$ cat src/rtl/i2c_burst_pkg.sv
// Shared types and constants for the I2C burst engine.
package i2c_burst_pkg;

    typedef enum logic [2:0] {
        IDLE,
        ADDR,
        ADDR_ACK,
        DATA,
        DATA_ACK,
        DONE
    } state_e;

    localparam logic        I2C_ACK       = 1'b0;
    localparam logic        I2C_NACK      = 1'b1;
    localparam int unsigned BITS_PER_BYTE = 8;

endpackage

$ cat src/rtl/i2c_burst_engine_timebase_edge_detect.sv
// Rising-edge detector for the bit-slot strobe; tick is high for the cycle in
// which timebase is first seen high.
module timebase_edge_detect (
    input  logic clock,
    input  logic reset,
    input  logic timebase,
    output logic tick
);

    logic timebase_q;
    logic timebase_d;

    assign timebase_d = timebase;
    assign tick       = timebase & ~timebase_q;

    always_ff @(posedge clock) begin
        if (reset) begin
            timebase_q <= 1'b0;
        end else begin
            timebase_q <= timebase_d;
        end
    end

endmodule

$ cat src/rtl/i2c_burst_engine.sv
// I2C master burst sequencer: address byte, then up to MAX_BYTES data bytes,
// one SDA bit slot per timebase tick. Define I2C_BURST_ACK_CHECK_EN to abort on NACK.
module i2c_burst_engine
    import i2c_burst_pkg::*;
#(
    parameter int unsigned MAX_BYTES = 4,
    parameter int unsigned CNT_W     = $clog2(MAX_BYTES + 1)
) (
    input  logic                           clock,
    input  logic                           reset,
    input  logic                           timebase,
    input  logic                           start,
    input  logic                           direction,
    input  logic [6:0]                     slave_address,
    input  logic [CNT_W-1:0]               n_bytes,
    input  logic [BITS_PER_BYTE*MAX_BYTES-1:0] tx_data,
    input  logic                           sda_in,
    output logic                           sda_out,
    output logic                           sda_oe,
    output logic                           busy,
    output logic                           transfer_done,
    output logic                           ack_error,
    output logic [BITS_PER_BYTE*MAX_BYTES-1:0] rx_data
);

    localparam int unsigned DATA_W = BITS_PER_BYTE * MAX_BYTES;
    localparam int unsigned BIT_W  = $clog2(BITS_PER_BYTE);
    localparam int unsigned IDX_W  = (DATA_W > 1) ? $clog2(DATA_W) : 1;

    state_e             state_q, state_d;
    logic [BIT_W-1:0]   bit_cnt_q, bit_cnt_d;
    logic [CNT_W-1:0]   byte_cnt_q, byte_cnt_d;
    logic [CNT_W-1:0]   count_q, count_d;
    logic               dir_q, dir_d;
    logic [7:0]         shift_q, shift_d;
    logic [DATA_W-1:0]  tx_q, tx_d;
    logic [DATA_W-1:0]  rx_q, rx_d;
    logic               sda_out_q, sda_out_d;
    logic               sda_oe_q, sda_oe_d;
    logic               busy_q, busy_d;
    logic               done_q, done_d;
    logic               ack_err_q, ack_err_d;

    logic               tick;
    logic               nack_c;
    logic               load_byte;
    logic               last_bit_c;
    logic               last_byte_c;
    logic [CNT_W-1:0]   next_byte_c;
    logic [IDX_W-1:0]   rx_idx;

    timebase_edge_detect u_edge (
        .clock    (clock),
        .reset    (reset),
        .timebase (timebase),
        .tick     (tick)
    );

`ifdef I2C_BURST_ACK_CHECK_EN
    assign nack_c = (sda_in == I2C_NACK);
`else
    assign nack_c = 1'b0;
`endif

    assign last_bit_c  = (bit_cnt_q == BIT_W'(BITS_PER_BYTE - 1));
    assign last_byte_c = (byte_cnt_q == count_q - CNT_W'(1));
    assign next_byte_c = byte_cnt_q + CNT_W'(1);
    assign rx_idx      = IDX_W'(32'(byte_cnt_q) * BITS_PER_BYTE);

    // Each byte frame: first bit is driven when the frame opens, then 8 ticks
    // of bit slots/release, then one ACK tick that opens the next frame.
    always_comb begin
        state_d    = state_q;
        bit_cnt_d  = bit_cnt_q;
        byte_cnt_d = byte_cnt_q;
        count_d    = count_q;
        dir_d      = dir_q;
        shift_d    = shift_q;
        tx_d       = tx_q;
        rx_d       = rx_q;
        sda_out_d  = sda_out_q;
        sda_oe_d   = sda_oe_q;
        ack_err_d  = ack_err_q;
        load_byte  = 1'b0;

        case (state_q)
            IDLE: begin
                sda_oe_d  = 1'b0;
                sda_out_d = 1'b0;
                if (start) begin
                    state_d    = ADDR;
                    bit_cnt_d  = '0;
                    byte_cnt_d = '0;
                    rx_d       = '0;
                    ack_err_d  = 1'b0;
                    dir_d      = direction;
                    count_d    = (n_bytes > CNT_W'(MAX_BYTES)) ? CNT_W'(MAX_BYTES) : n_bytes;
                    tx_d       = tx_data;
                    sda_oe_d   = 1'b1;
                    sda_out_d  = slave_address[6];
                    shift_d    = {slave_address[5:0], direction, 1'b0};
                end
            end
            ADDR: begin
                if (tick) begin
                    if (last_bit_c) begin
                        state_d   = ADDR_ACK;
                        bit_cnt_d = '0;
                        sda_oe_d  = 1'b0;
                        sda_out_d = 1'b0;
                    end else begin
                        sda_out_d = shift_q[7];
                        shift_d   = {shift_q[6:0], 1'b0};
                        bit_cnt_d = bit_cnt_q + BIT_W'(1);
                    end
                end
            end
            ADDR_ACK: begin
                if (tick) begin
                    if (nack_c) begin
                        ack_err_d = 1'b1;
                        state_d   = DONE;
                    end else if (count_q == '0) begin
                        state_d = DONE;
                    end else begin
                        load_byte = 1'b1;
                    end
                end
            end
            DATA: begin
                if (tick) begin
                    if (dir_q) begin
                        rx_d[rx_idx +: BITS_PER_BYTE] = {rx_q[rx_idx +: BITS_PER_BYTE-1], sda_in};
                        if (last_bit_c) begin
                            state_d   = DATA_ACK;
                            bit_cnt_d = '0;
                            sda_oe_d  = 1'b1;
                            sda_out_d = last_byte_c ? I2C_NACK : I2C_ACK;
                        end else begin
                            bit_cnt_d = bit_cnt_q + BIT_W'(1);
                        end
                    end else if (last_bit_c) begin
                        state_d   = DATA_ACK;
                        bit_cnt_d = '0;
                        sda_oe_d  = 1'b0;
                        sda_out_d = 1'b0;
                    end else begin
                        sda_out_d = shift_q[7];
                        shift_d   = {shift_q[6:0], 1'b0};
                        bit_cnt_d = bit_cnt_q + BIT_W'(1);
                    end
                end
            end
            DATA_ACK: begin
                if (tick) begin
                    sda_oe_d  = 1'b0;
                    sda_out_d = 1'b0;
                    if (!dir_q && nack_c) begin
                        ack_err_d = 1'b1;
                        state_d   = DONE;
                    end else begin
                        byte_cnt_d = next_byte_c;
                        if (next_byte_c < count_q) begin
                            load_byte = 1'b1;
                        end else begin
                            state_d = DONE;
                        end
                    end
                end
            end
            DONE: begin
                state_d   = IDLE;
                sda_oe_d  = 1'b0;
                sda_out_d = 1'b0;
            end
            default: begin
                state_d = IDLE;
            end
        endcase

        // Open a data frame; write bytes are consumed from the bottom of tx_q.
        if (load_byte) begin
            state_d   = DATA;
            bit_cnt_d = '0;
            if (!dir_q) begin
                sda_oe_d  = 1'b1;
                sda_out_d = tx_q[7];
                shift_d   = {tx_q[6:0], 1'b0};
                tx_d      = tx_q >> BITS_PER_BYTE;
            end else begin
                sda_oe_d  = 1'b0;
                sda_out_d = 1'b0;
            end
        end

        busy_d = (state_d != IDLE);
        done_d = (state_d == DONE);
    end

    always_ff @(posedge clock) begin
        if (reset) begin
            state_q    <= IDLE;
            bit_cnt_q  <= '0;
            byte_cnt_q <= '0;
            count_q    <= '0;
            dir_q      <= 1'b0;
            shift_q    <= '0;
            tx_q       <= '0;
            rx_q       <= '0;
            sda_out_q  <= 1'b0;
            sda_oe_q   <= 1'b0;
            busy_q     <= 1'b0;
            done_q     <= 1'b0;
            ack_err_q  <= 1'b0;
        end else begin
            state_q    <= state_d;
            bit_cnt_q  <= bit_cnt_d;
            byte_cnt_q <= byte_cnt_d;
            count_q    <= count_d;
            dir_q      <= dir_d;
            shift_q    <= shift_d;
            tx_q       <= tx_d;
            rx_q       <= rx_d;
            sda_out_q  <= sda_out_d;
            sda_oe_q   <= sda_oe_d;
            busy_q     <= busy_d;
            done_q     <= done_d;
            ack_err_q  <= ack_err_d;
        end
    end

    assign sda_out       = sda_out_q;
    assign sda_oe        = sda_oe_q;
    assign busy          = busy_q;
    assign transfer_done = done_q;
    assign ack_error     = ack_err_q;
    assign rx_data       = rx_q;

endmodule

$ cat config.mk
export PLATFORM = sky130hd
export DESIGN_NAME = i2c_burst_engine
export DESIGN_NICKNAME = d
export VERILOG_FILES = /design/src/rtl/i2c_burst_pkg.sv /design/src/rtl/i2c_burst_engine_timebase_edge_detect.sv /design/src/rtl/i2c_burst_engine.sv
export SDC_FILE = /design/constraint.sdc
export NUM_CORES = 1
export LEC_CHECK = 0
export ABC_AREA = 1
export ABC_CLOCK_PERIOD_IN_PS = 5900
export BUFFER_PORTS_ARGS = -buffer_cell sky130_fd_sc_hd__buf_4
export CAP_MARGIN = 20
export CORE_MARGIN = 2
export CORE_UTILIZATION = 30
export DETAILED_ROUTE_END_ITERATION = 8
export GPL_TIMING_DRIVEN = 0
export PLACE_DENSITY = 0.5
export SLEW_MARGIN = 20
export SYNTH_ARGS = -nofsm -noshare
export SYNTH_HDL_FRONTEND = slang
export SYNTH_SLANG_ARGS = --single-unit
$ cat constraint.sdc
create_clock -name clock -period 5.9 [get_ports clock]
set_input_delay 0.885 -clock clock [delete_from_list [all_inputs] [get_ports clock]]
set_output_delay 0.885 -clock clock [all_outputs]
set_load 0.02 [all_outputs]
# Word level (Yosys, flattened, before mapping)
# Index checks and enable logic that the tools add are counted.
classes:
  n_addsub: 4
  n_mul: 0
  n_div: 0
  n_lt_le_gt_ge: 2
  eq_ne: 17
  shift: 3
  mux: 60
  bitwise: 2
  n_reduce_logical: 14
op_table:
  columns: ["op", "count"]
  rows:
  - ["32-bit two-way mux", 7]
  - ["32-bit case mux with 2 select lines", 1]
  - ["8-bit two-way mux", 7]
  - ["3-bit two-way mux", 15]
  - ["32-bit bitwise mux", 1]
  - ["8-bit by 7-bit variable shift with 32-bit output (first input constant)", 1]
  - ["32-bit by 6-bit indexed part select with 7-bit output", 1]
  - ["8-bit by 7-bit indexed part select with 32-bit output", 1]
  - ["8-bit case mux with 3 select lines", 1]
  - ["1-bit two-way mux", 22]
  - ["3-bit case mux with 5 select lines", 1]
  - ["3-bit equality test (second input constant)", 4]
  - ["3-bit case mux with 2 select lines", 2]
  - ["1-bit case mux with 5 select lines", 2]
  - ["3-bit inequality test (second input constant)", 3]
  - ["2-bit inequality test (second input constant)", 4]
  - ["5-bit negation with 7-bit output", 1]
  - ["3-bit by 1-bit adder with 3-bit output (second input constant)", 2]
  - ["3-bit by 2-bit equality test with 1-bit output (second input constant)", 2]
  - ["3-bit logical NOT", 2]
  - ["3-bit AND reduction", 2]
  - ["3-bit nonzero test", 2]
  - ["6-bit nonzero test", 1]
  - ["5-bit AND reduction", 1]
  - ["14 further kinds", 16]
totals:
  regBits: 90
  latchBits: 0
  mem_bits_rw: 0
  mem_bits_ro: 0
  inputBits: 48
  output_inout_bits: 37
  elab_cells: 115
  memories: 0

# Depth between registers and ports, before layout
# Gate-level depths: netlist (run 1).
logic_depth:
  depth_word: 8
  ltp_mapped: 15
  mapped_depth_nobuf: 13

# Hierarchy
# From an unflattened synthesis (run 1), not the netlist that was laid out.
hier_totals:
  cells_unflattened: 704
  hier_area_um2: 4659.5
modules_own_cells:
  columns: ["module", "instances", "cells_each", "area_each_um2", "seq_area_each_um2"]
  rows:
  - ["i2c_burst_engine", 1, 700, 4628.2, 1781.7]
  - ["timebase_edge_detect", 1, 4, 31.3, 20.0]

# Worst setup path before layout (run 1)
# OpenSTA, ideal clock, no wires.
synth_path:
  kind: "register to register"
  startpoint: "register byte_cnt_q[0]"
  endpoint: "register shift_q[2]"
  setup_ns: 0.117
  t_arrival_ns: 2.509
  t_required_ns: 5.783
  setup_slack_ns: 3.274
  stages_incl_launch_ff: 15
  n_path_buf: 4
  period_less_slack_ns: 2.626
  cell_sequence: "dfxtp_1 > clkbuf_2 > clkinv_1 > buf_2 > buf_2 > ha_1 > ha_1 > nand3b_1 > nand2_1 > nand2_1 > nand3b_1 > buf_2 > o21ai_0 > nor2_1 > nor2_1"
synth_between:
  elab_chain_cells: 6
synth_lines:
  columns: ["item", "line_no", "source"]
  rows:
  - ["from (decl)", "i2c_burst_engine.sv:32", "logic [CNT_W-1:0] byte_cnt_q, byte_cnt_d;"]
  - ["from (signal assigned)", "i2c_burst_engine.sv:218", "byte_cnt_q <= byte_cnt_d;"]
  - ["3-bit by 1-bit adder with 3-bit output", "i2c_burst_engine.sv:67", "assign next_byte_c = byte_cnt_q + CNT_W'(1);"]
  - ["3-bit < comparator", "i2c_burst_engine.sv:163", "if (next_byte_c < count_q) begin"]
  - ["1-bit two-way mux", "i2c_burst_engine.sv:163", null]
  - ["1-bit two-way mux", "i2c_burst_engine.sv:155", "if (tick) begin"]
  - ["1-bit case mux with 2 select lines", "i2c_burst_engine.sv:86", "case (state_q)"]
  - ["8-bit two-way mux", "i2c_burst_engine.sv:182", "if (load_byte) begin"]
  - ["to (signal assigned)", "i2c_burst_engine.sv:221", "shift_q <= shift_d;"]
  - ["to (decl)", "i2c_burst_engine.sv:35", "logic [7:0] shift_q, shift_d;"]
# Every way passes these cells.
# A chain may end at the register's enable or synchronous reset.

# Worst setup path in the final report (run 1)
layout_path:
  startpoint: "register byte_cnt_q[0]"
  endpoint: "register shift_q[5]"
# The elaborated chain is that of the path after synthesis.

==> summary.md, run 1 <==
| Metric | Value |
|---|---|
| Largest area contributor in the netlist | `dfxtp_1` |
| Largest net degree at the start of global routing | `15` |
| Worst Path Arrival | `3.49 ns` |
| Global-route wire length before repair | `22,000 um` |
| Clock Latency Late Sink | `0.35 ns` |
| Critical Path Sink Type | `register` |
| Via count | `4,628` |
| Max Fclk | `306 MHz` |
| VDD IR max | `0.000125 V` |
| CTS tree | `built` |
| YS warnings | `0` |
| Cell area after synthesis | `4570 um^2` |
| Crit Path Category | `register to register` |
| Congestion Overflow GR | `0` |
| H-Tree Level Count | `3` |
| Router iterations before antenna repair | `5` |
| Synthesized flop and latch total | `90` |
| Layout cells sized above 1 | `17.7%` |
| ANT cells | `0` |
| Yosys cell types | `33` |
| Final ANT Viol Nets | `0` |
| Final Hold Fails | `0` |
| Clk sinks | `90` |
| Chip height | `127 um` |
| Yosys top cell area share | `39.4%` |
| I/O Pins | `85` |
| Hold Crit Class | `register to register` |
| Post-CTS Hold Buffers | `0` |
| Top post-synthesis cells by area | `dfxtp_1, nand2_1, a21oi_1` |
| Worst rel slew slack | `59.4%` |
| Fin crit share | `55.3%` |
| Count of final setup violators | `0` |
| Critical Path Max Stage Delay | `0.46 ns` |
| Post-cts resize count | `0` |
| Final GP Congestion | `0.866` |
| CP max FO | `11` |
| Antenna violations before repair | `0` |
| Core area | `15,000 um^2` |
| Area growth syn-to-layout | `25.5%` |
| Worst Skew | `0.00753 ns` |
| Crit path top cell by count | `buf_2` |
| Post-synthesis sequential area ratio | `39.4%` |
| PortBufs | `83` |
| Vias in the first global route | `4,404` |
| Nets | `830` |
| Design area | `5730 um^2` |
| Initial Utilization | `30.4%` |
| Worst Tran Pin Value | `0.609 ns` |
| Root Buffer | `clkbuf_16` |
| Syn Inst Count | `677` |
| Setup TNS Final | `0 ns` |
| Die Wd | `127 um` |
| CP max-delay cell | `ha_1` |
| Residual DRC | `0` |
| Postcts setup bufs | `0` |
| Power Density | `251 nW/um^2` |
| Fin. max-slew vios | `0` |
| Worst Path Required | `6.12 ns` |
| Minimum clock period | `3.27 ns` |
| Crit start category | `register` |
| Status | `finished clean` |
| Leakage Power | `0.00260 uW` |
| Avg WL per Cell | `14.1 um` |
| CTS buffer count | `9` |
| Dpl hpwl | `10,400 um` |
| Syn_area_per_cell | `6.75 um^2` |
| Site Rows | `45` |
| Critical path cell sequence | `clkbuf_2 > clkinv_1 > buf_2 > buf_2 > ha_1 > ha_1 > nand3b_1 > nand2_1 > nand2_1 > nand3b_1 > buf_2 > o21ai_0 > nor2_1` |
| Clock Tree Buf Depth | `2` |
| Max cap viols | `0` |
| Iteration-0 DRC Markers | `298` |
| Clock transition at path regs | `0.06 ns` |
| Syn Nets | `736` |
| Global-route usage over all layers | `17.1%` |
| Dpl cell area | `5430 um^2` |
| RSZ-0062 raised after global routing | `no` |
| Total Wirelength | `13,600 um` |
| Die area | `16,200 um^2` |
| Via/cell ratio | `4.81` |
==> final timing paths <==
check                             startpoint                    end  slack, ns  cells after the start
setup / recovery  byte_cnt_q[0]$_SDFFE_PP0P_  shift_q[5]$_SDFF_PP0_       2.63                     13
setup reg to reg  byte_cnt_q[0]$_SDFFE_PP0P_  shift_q[5]$_SDFF_PP0_       2.63                     13
hold / removal           tx_q[19]$_SDFF_PP0_    tx_q[11]$_SDFF_PP0_       0.45                      2
hold reg to reg          tx_q[19]$_SDFF_PP0_    tx_q[11]$_SDFF_PP0_       0.45                      2
==> Yosys cell counts, drive strengths merged <==
library cell	count
ha	11
o211ai	8
nand2	174
nand3	64
xor2	1
nor3	8
inv	82
clkinv	3
conb	1
o21ai	70
or2	1
clkbuf	13
o211a	1
nor2b	1
a211oi	2
buf	19
nor2	42
nand4	11
nand3b	3
a21oi	71
dfxtp	90
and3	1
==> critical path: cells and delay by family (launching register included) <==
family | cells | cell delay, ns
AO/OA/AOI/OAI | 1 | 0.27
AND/OR/NAND/NOR | 5 | 0.63
buffers and inverters | 5 | 1.12
flip-flops | 1 | 0.39
adder cells (fa/ha/maj) | 2 | 0.75
==> where the power goes <==
group          total (uW)  internal, uW  switching, uW
logic                 183          69.8            113
clock network         613           366            246
registers             644           633           11.1
total                1440          1070            370
==> metal layers <==
metal,global-route usage [%],share of wire (%)
met1,23.1,48
met2,26.3,44
met3,2.89,5.8
met4,8.47,3.1
met5,0,0
==> sequential cells by signal, indices dropped and copies added (netlist names), 3 cells and up <==
name,flops
byte_cnt_q,3
bit_cnt_q,3
shift_q,8
count_q,3
state_q,3
tx_q,32
rx_data,32
==> metrics by stage <==
stage | total power [uW] | std cells | setup WS, ns | hold WS, ns | util [%]
floorplan | 771 | 677 | 3.27 | 0.422 | -
global placement | 838 | 948 | 2.67 | 0.444 | 36.1
detailed placement | 839 | 948 | 2.65 | 0.443 | 36.1
CTS | 1450 | 962 | 2.62 | 0.452 | 38.1
global route | 1510 | 962 | 2.34 | 0.468 | 38.1
finish | 1440 | 962 | 2.63 | 0.451 | 38.1
==> kinds of logic after synthesis <==
kind of cell | synth area share, %
buffers and inverters | 10.5
XOR/XNOR | 0.192
adder cells (fa/ha/maj) | 3.01
other | 0.0821
AND/OR/NAND/NOR | 29.5
AO/OA/AOI/OAI | 17.3
flip-flops | 39.4
==> layout by cell type, fill, tap and decap left out, drive strengths merged, types with 5 or more instances in the layout <==
cell type    n
nand2      174
nor3         8
clkinv       5
clkbuf      22
nor2        42
dfxtp       90
a21oi       71
inv         82
buf        102
o211ai       8
o21ai       70
nand4       11
ha          11
nand3       64
==> final cells by class <==
| cell class | count | area (um^2) |
|---|---|---|
| Fill cell | 1583 | 9300 |
| Multi-Input combinational cell | 470 | 2290 |
| Sequential cell | 90 | 1800 |
| Timing Repair Buffer | 83 | 623 |
| Inverter | 85 | 319 |
| Tap cell | 188 | 235 |
| Clock buffer | 9 | 225 |
| Buffer | 32 | 160 |
| Clock inverter | 5 | 81.3 |
No activity file was read; power rests on OpenSTA's default activity.
==> run 2: changes to the inputs <==
--- a/config.mk
+++ b/config.mk
@@ -5,15 +5,15 @@
 export SDC_FILE = /design/constraint.sdc
 export NUM_CORES = 1
 export LEC_CHECK = 0
-export ABC_AREA = 1
-export ABC_CLOCK_PERIOD_IN_PS = 5900
+export ABC_AREA = 0
+export ABC_CLOCK_PERIOD_IN_PS = 3200
 export BUFFER_PORTS_ARGS = -buffer_cell sky130_fd_sc_hd__buf_4
 export CAP_MARGIN = 20
 export CORE_MARGIN = 2
 export CORE_UTILIZATION = 30
 export DETAILED_ROUTE_END_ITERATION = 8
 export GPL_TIMING_DRIVEN = 0
-export PLACE_DENSITY = 0.5
+export PLACE_DENSITY = 0.51
 export SLEW_MARGIN = 20
 export SYNTH_ARGS = -nofsm -noshare
 export SYNTH_HDL_FRONTEND = slang
==> constraint.sdc (replaced) <==
create_clock -name clock -period 3.2 [get_ports clock]
set_input_delay 0.48 -clock clock [delete_from_list [all_inputs] [get_ports clock]]
set_output_delay 0.48 -clock clock [all_outputs]
set_load 0.02 [all_outputs]
==> summary.md, run 2 <==
| Metric | Value |
|---|---|
| Status | `finished clean` |
| Clock Latency Late Sink | `0.35 ns (about the same)` |
| Cell area after synthesis | `4290 um^2 (-6.1%)` |
| Critical Path Sink Type | `register` |
| R2R Path End | `shift_q[2]$_SDFF_PP0_` |
| Via count | `4,154 (-10%)` |
| Worst Tran Pin Value | `0.955 ns (+0.346 ns)` |
| Worst Path Arrival | `3.22 ns (-0.27 ns)` |
| Worst rel slew slack | `35.8% (-24 points)` |
| Dpl cell area | `5130 um^2 (-5.4%)` |
| Yosys top cell area share | `42.0% (+2.5 points)` |
| RR Startpoint | `byte_cnt_q[1]$_SDFFE_PP0P_` |
| Largest area contributor in the netlist | `dfxtp_1` |
| Multi-input logic area | `2270 um^2 (-0.88%)` |
| Congestion Overflow GR | `0 (unchanged)` |
| Fin crit share | `92.9% (+38 points)` |
| H-Tree Level Count | `3 (unchanged)` |
| Synth top cells by count | `nand2_1, dfxtp_1, a21oi_1, nor2_1, nor3_1` |
| Most common cell after layout, fill and taps aside | `nand2_1` |
| Initial Utilization | `30.8% (+0.41 points)` |
| Post-synthesis sequential area ratio | `42.0% (+2.5 points)` |
| Area growth syn-to-layout | `28.2%` |
| Syn Inst Count | `514 (-24%)` |
| RSZ-0062 raised after global routing | `no` |
| Largest family of logic cells by synthesized area | `simple AND/OR/NAND/NOR gates` |
| Critical Path Max Stage Delay | `0.45 ns (about the same)` |
| Layout cells sized above 1 | `22.2% (+4.5 points)` |
| Final GP Congestion | `0.844 (-2.5%)` |
| Post-Synth XOR/XNOR Area | `0.816% (+0.62 points)` |
| Vias in the first global route | `3,924 (-11%)` |
| Crit Path Category | `register to register` |
| Synthesized flop and latch total | `90 (unchanged)` |
| Clock Tree Buf Depth | `2 (unchanged)` |
| YS warnings | `0 (unchanged)` |
| Power Density | `491 nW/um^2 (+95%)` |
| Site Rows | `43 (-4.4%)` |
| Worst Skew | `0.00623 ns (-0.00130 ns)` |
| Register area | `1800 um^2 (about the same)` |
| Top post-synthesis cells by area | `dfxtp_1, nand2_1, a21oi_1` |
| CTS tree | `built` |
| Post-synthesis mux area share | `4.14% (+4.1 points)` |
| Max Fclk | `336 MHz (+9.9%)` |
| Adder-Cell Fraction of Synth Area | `3.21% (+0.19 points)` |
| Dpl hpwl | `9500 um (-8.8%)` |
| Syn_area_per_cell | `8.35 um^2 (+24%)` |
| Yosys cell types | `54 (+64%)` |
| Die Wd | `124 um (-3.0%)` |
| Global-route usage over all layers | `17.1% (+0.038 points)` |
| I/O Pins | `85 (unchanged)` |
| Hold Crit Class | `input pin to register` |
| R2r setup slk | `0.23 ns (-2.41 ns)` |
| Leakage Power | `0.00215 uW (-17%)` |
| Min Hold Slack | `0.376 ns (-0.0752 ns)` |
| Synth Flop Type | `dfxtp_1` |
| Design area | `5500 um^2 (-4.1%)` |
| Max cap viols | `0 (unchanged)` |
| Iteration-0 DRC Markers | `179 (-40%)` |
| CP max FO | `10 (-1)` |
| Minimum clock period | `2.97 ns (-0.293 ns)` |
| Postcts setup bufs | `0 (unchanged)` |
| PortBufs | `82 (-1.2%)` |
| Setup crit end | `shift_q[2]$_SDFF_PP0_` |
| Avg WL per Cell | `16.3 um (+15%)` |
| Die area | `15,300 um^2 (-5.9%)` |
| Clk sinks | `90 (unchanged)` |
| Worst Path Required | `3.45 ns (-2.67 ns)` |
| Count of final setup violators | `0 (unchanged)` |
| Total Wirelength | `12,900 um (-5.1%)` |
| Setup TNS Final | `0 ns (unchanged)` |
| Post-synthesis simple-gate area fraction | `23.6% (-5.9 points)` |
| Compound-gate portion of the synthesized area | `20.8% (+3.5 points)` |
| Residual DRC | `0 (unchanged)` |
| Final Hold Fails | `0 (unchanged)` |
| Largest net degree at the start of global routing | `15 (unchanged)` |
| R2R cell count | `11 (-2)` |
| VDD IR max | `0.000249 V (+99%)` |
| Clock transition at path regs | `0.06 ns (about the same)` |
| CTS buffer count | `9 (unchanged)` |
| Fin. max-slew vios | `0 (unchanged)` |
| Hold path depth | `3 (+1)` |
| EDFF count, synth | `0 (unchanged)` |
| Critical path cell sequence | `clkbuf_2 > inv_1 > ha_2 > ha_1 > nor2b_1 > o21ai_1 > a31o_2 > buf_2 > nand2_1 > buf_2 > a221oi_1` |
| CP max-delay cell | `ha_2` |
| Crit path top cell by count | `buf_2` |
| Nets | `666 (-20%)` |
| Fraction of registers with async set or reset after synthesis | `0% (unchanged)` |
| Most common cell in the netlist | `nand2_1` |
| Core area | `13,900 um^2 (-7.3%)` |
| Chip height | `124 um (-3.0%)` |
| Final Core Density | `39.5% (+1.3 points)` |
| Most frequent cells in the layout | `nand2_1, dfxtp_1, buf_4` |
| Global-route wire length before repair | `20,200 um (-8.6%)` |
| Fillers | `1,401 (-11%)` |
| Syn Nets | `573 (-22%)` |
| Root Buffer | `clkbuf_16` |
| Router iterations before antenna repair | `5 (unchanged)` |
| Final ANT Viol Nets | `0 (unchanged)` |
| Via/cell ratio | `5.24 (+9.0%)` |
| Crit start category | `register` |
| Start point of the critical path | `byte_cnt_q[1]$_SDFFE_PP0P_` |
| ANT cells | `0 (unchanged)` |
| Antenna violations before repair | `0 (unchanged)` |
run 2: through the flow:
stage / setup WS (ns) / power (uW) / instances
floorplan: 0.219 / 1360 / 514
global placement: -0.552 / 1470 / 776
detailed placement: -0.555 / 1470 / 776
CTS: 0.0492 / 2720 / 792
global route: 0.00417 / 2780 / 792
finish: 0.227 / 2700 / 792
run 2: final cells by class:
type,instances,area share [%]
well taps,180,4.09
inverters,12,0.819
flip-flops and latches,90,32.8
multi-input cells,372,41.2
clock inverters,5,1.82
repair buffers,82,11.2
plain buffers,40,3.48
clock buffers,11,4.60
run 2: worst min path at each step:
stage | startpoint | endpoint
after global placement | shift_q[0]$_SDFF_PP0_ | shift_q[0]$_SDFF_PP0_
final | tx_data[28] | tx_q[28]$_SDFF_PP0_
after floorplan | shift_q[0]$_SDFF_PP0_ | shift_q[0]$_SDFF_PP0_
after CTS | tx_data[30] | tx_q[30]$_SDFF_PP0_
after global routing | tx_data[29] | tx_q[29]$_SDFF_PP0_
after detailed placement | shift_q[0]$_SDFF_PP0_ | shift_q[0]$_SDFF_PP0_
run 2: logic make-up after synthesis:
kind of cell | after synthesis
other | 1
multiplexers | 9
adder cells (fa/ha/maj) | 11
buffers and inverters | 52
AO/OA/AOI/OAI | 127
XOR/XNOR | 4
flip-flops | 90
AND/OR/NAND/NOR | 220
run 2: worst max-delay path: cells and delay by family (launching register included):
family | cells | cell delay [ns]
flops | 1 | 0.35
compound gates | 3 | 0.67
buf+inv | 4 | 0.86
simple gates | 2 | 0.29
fa+ha+maj | 2 | 0.70
run 2: power by group:
part	switching [uW]	total (uW)	internal (uW)
clock	447	1250	803
sequential	22.8	1180	1160
combinational	160	268	108
run 2: what timing repair did:
| action | in CTS | in global routing |
|---|---|---|
| resized for setup | 6 | 3 |
| endpoints found under the setup margin | 50 | 34 |
| hold buffers | 0 | 0 |
run 2: per-layer routing:
metal / up-vias / global-route usage (%) / part of all wire (%)
met2: 121 / 26.7 / 46
met3: 14 / 2.61 / 5.0
met4: 0 / 7.17 / 1.7
met1: 1978 / 23.5 / 47
li1: 2041 / - / -
met5: - / 0 / 0
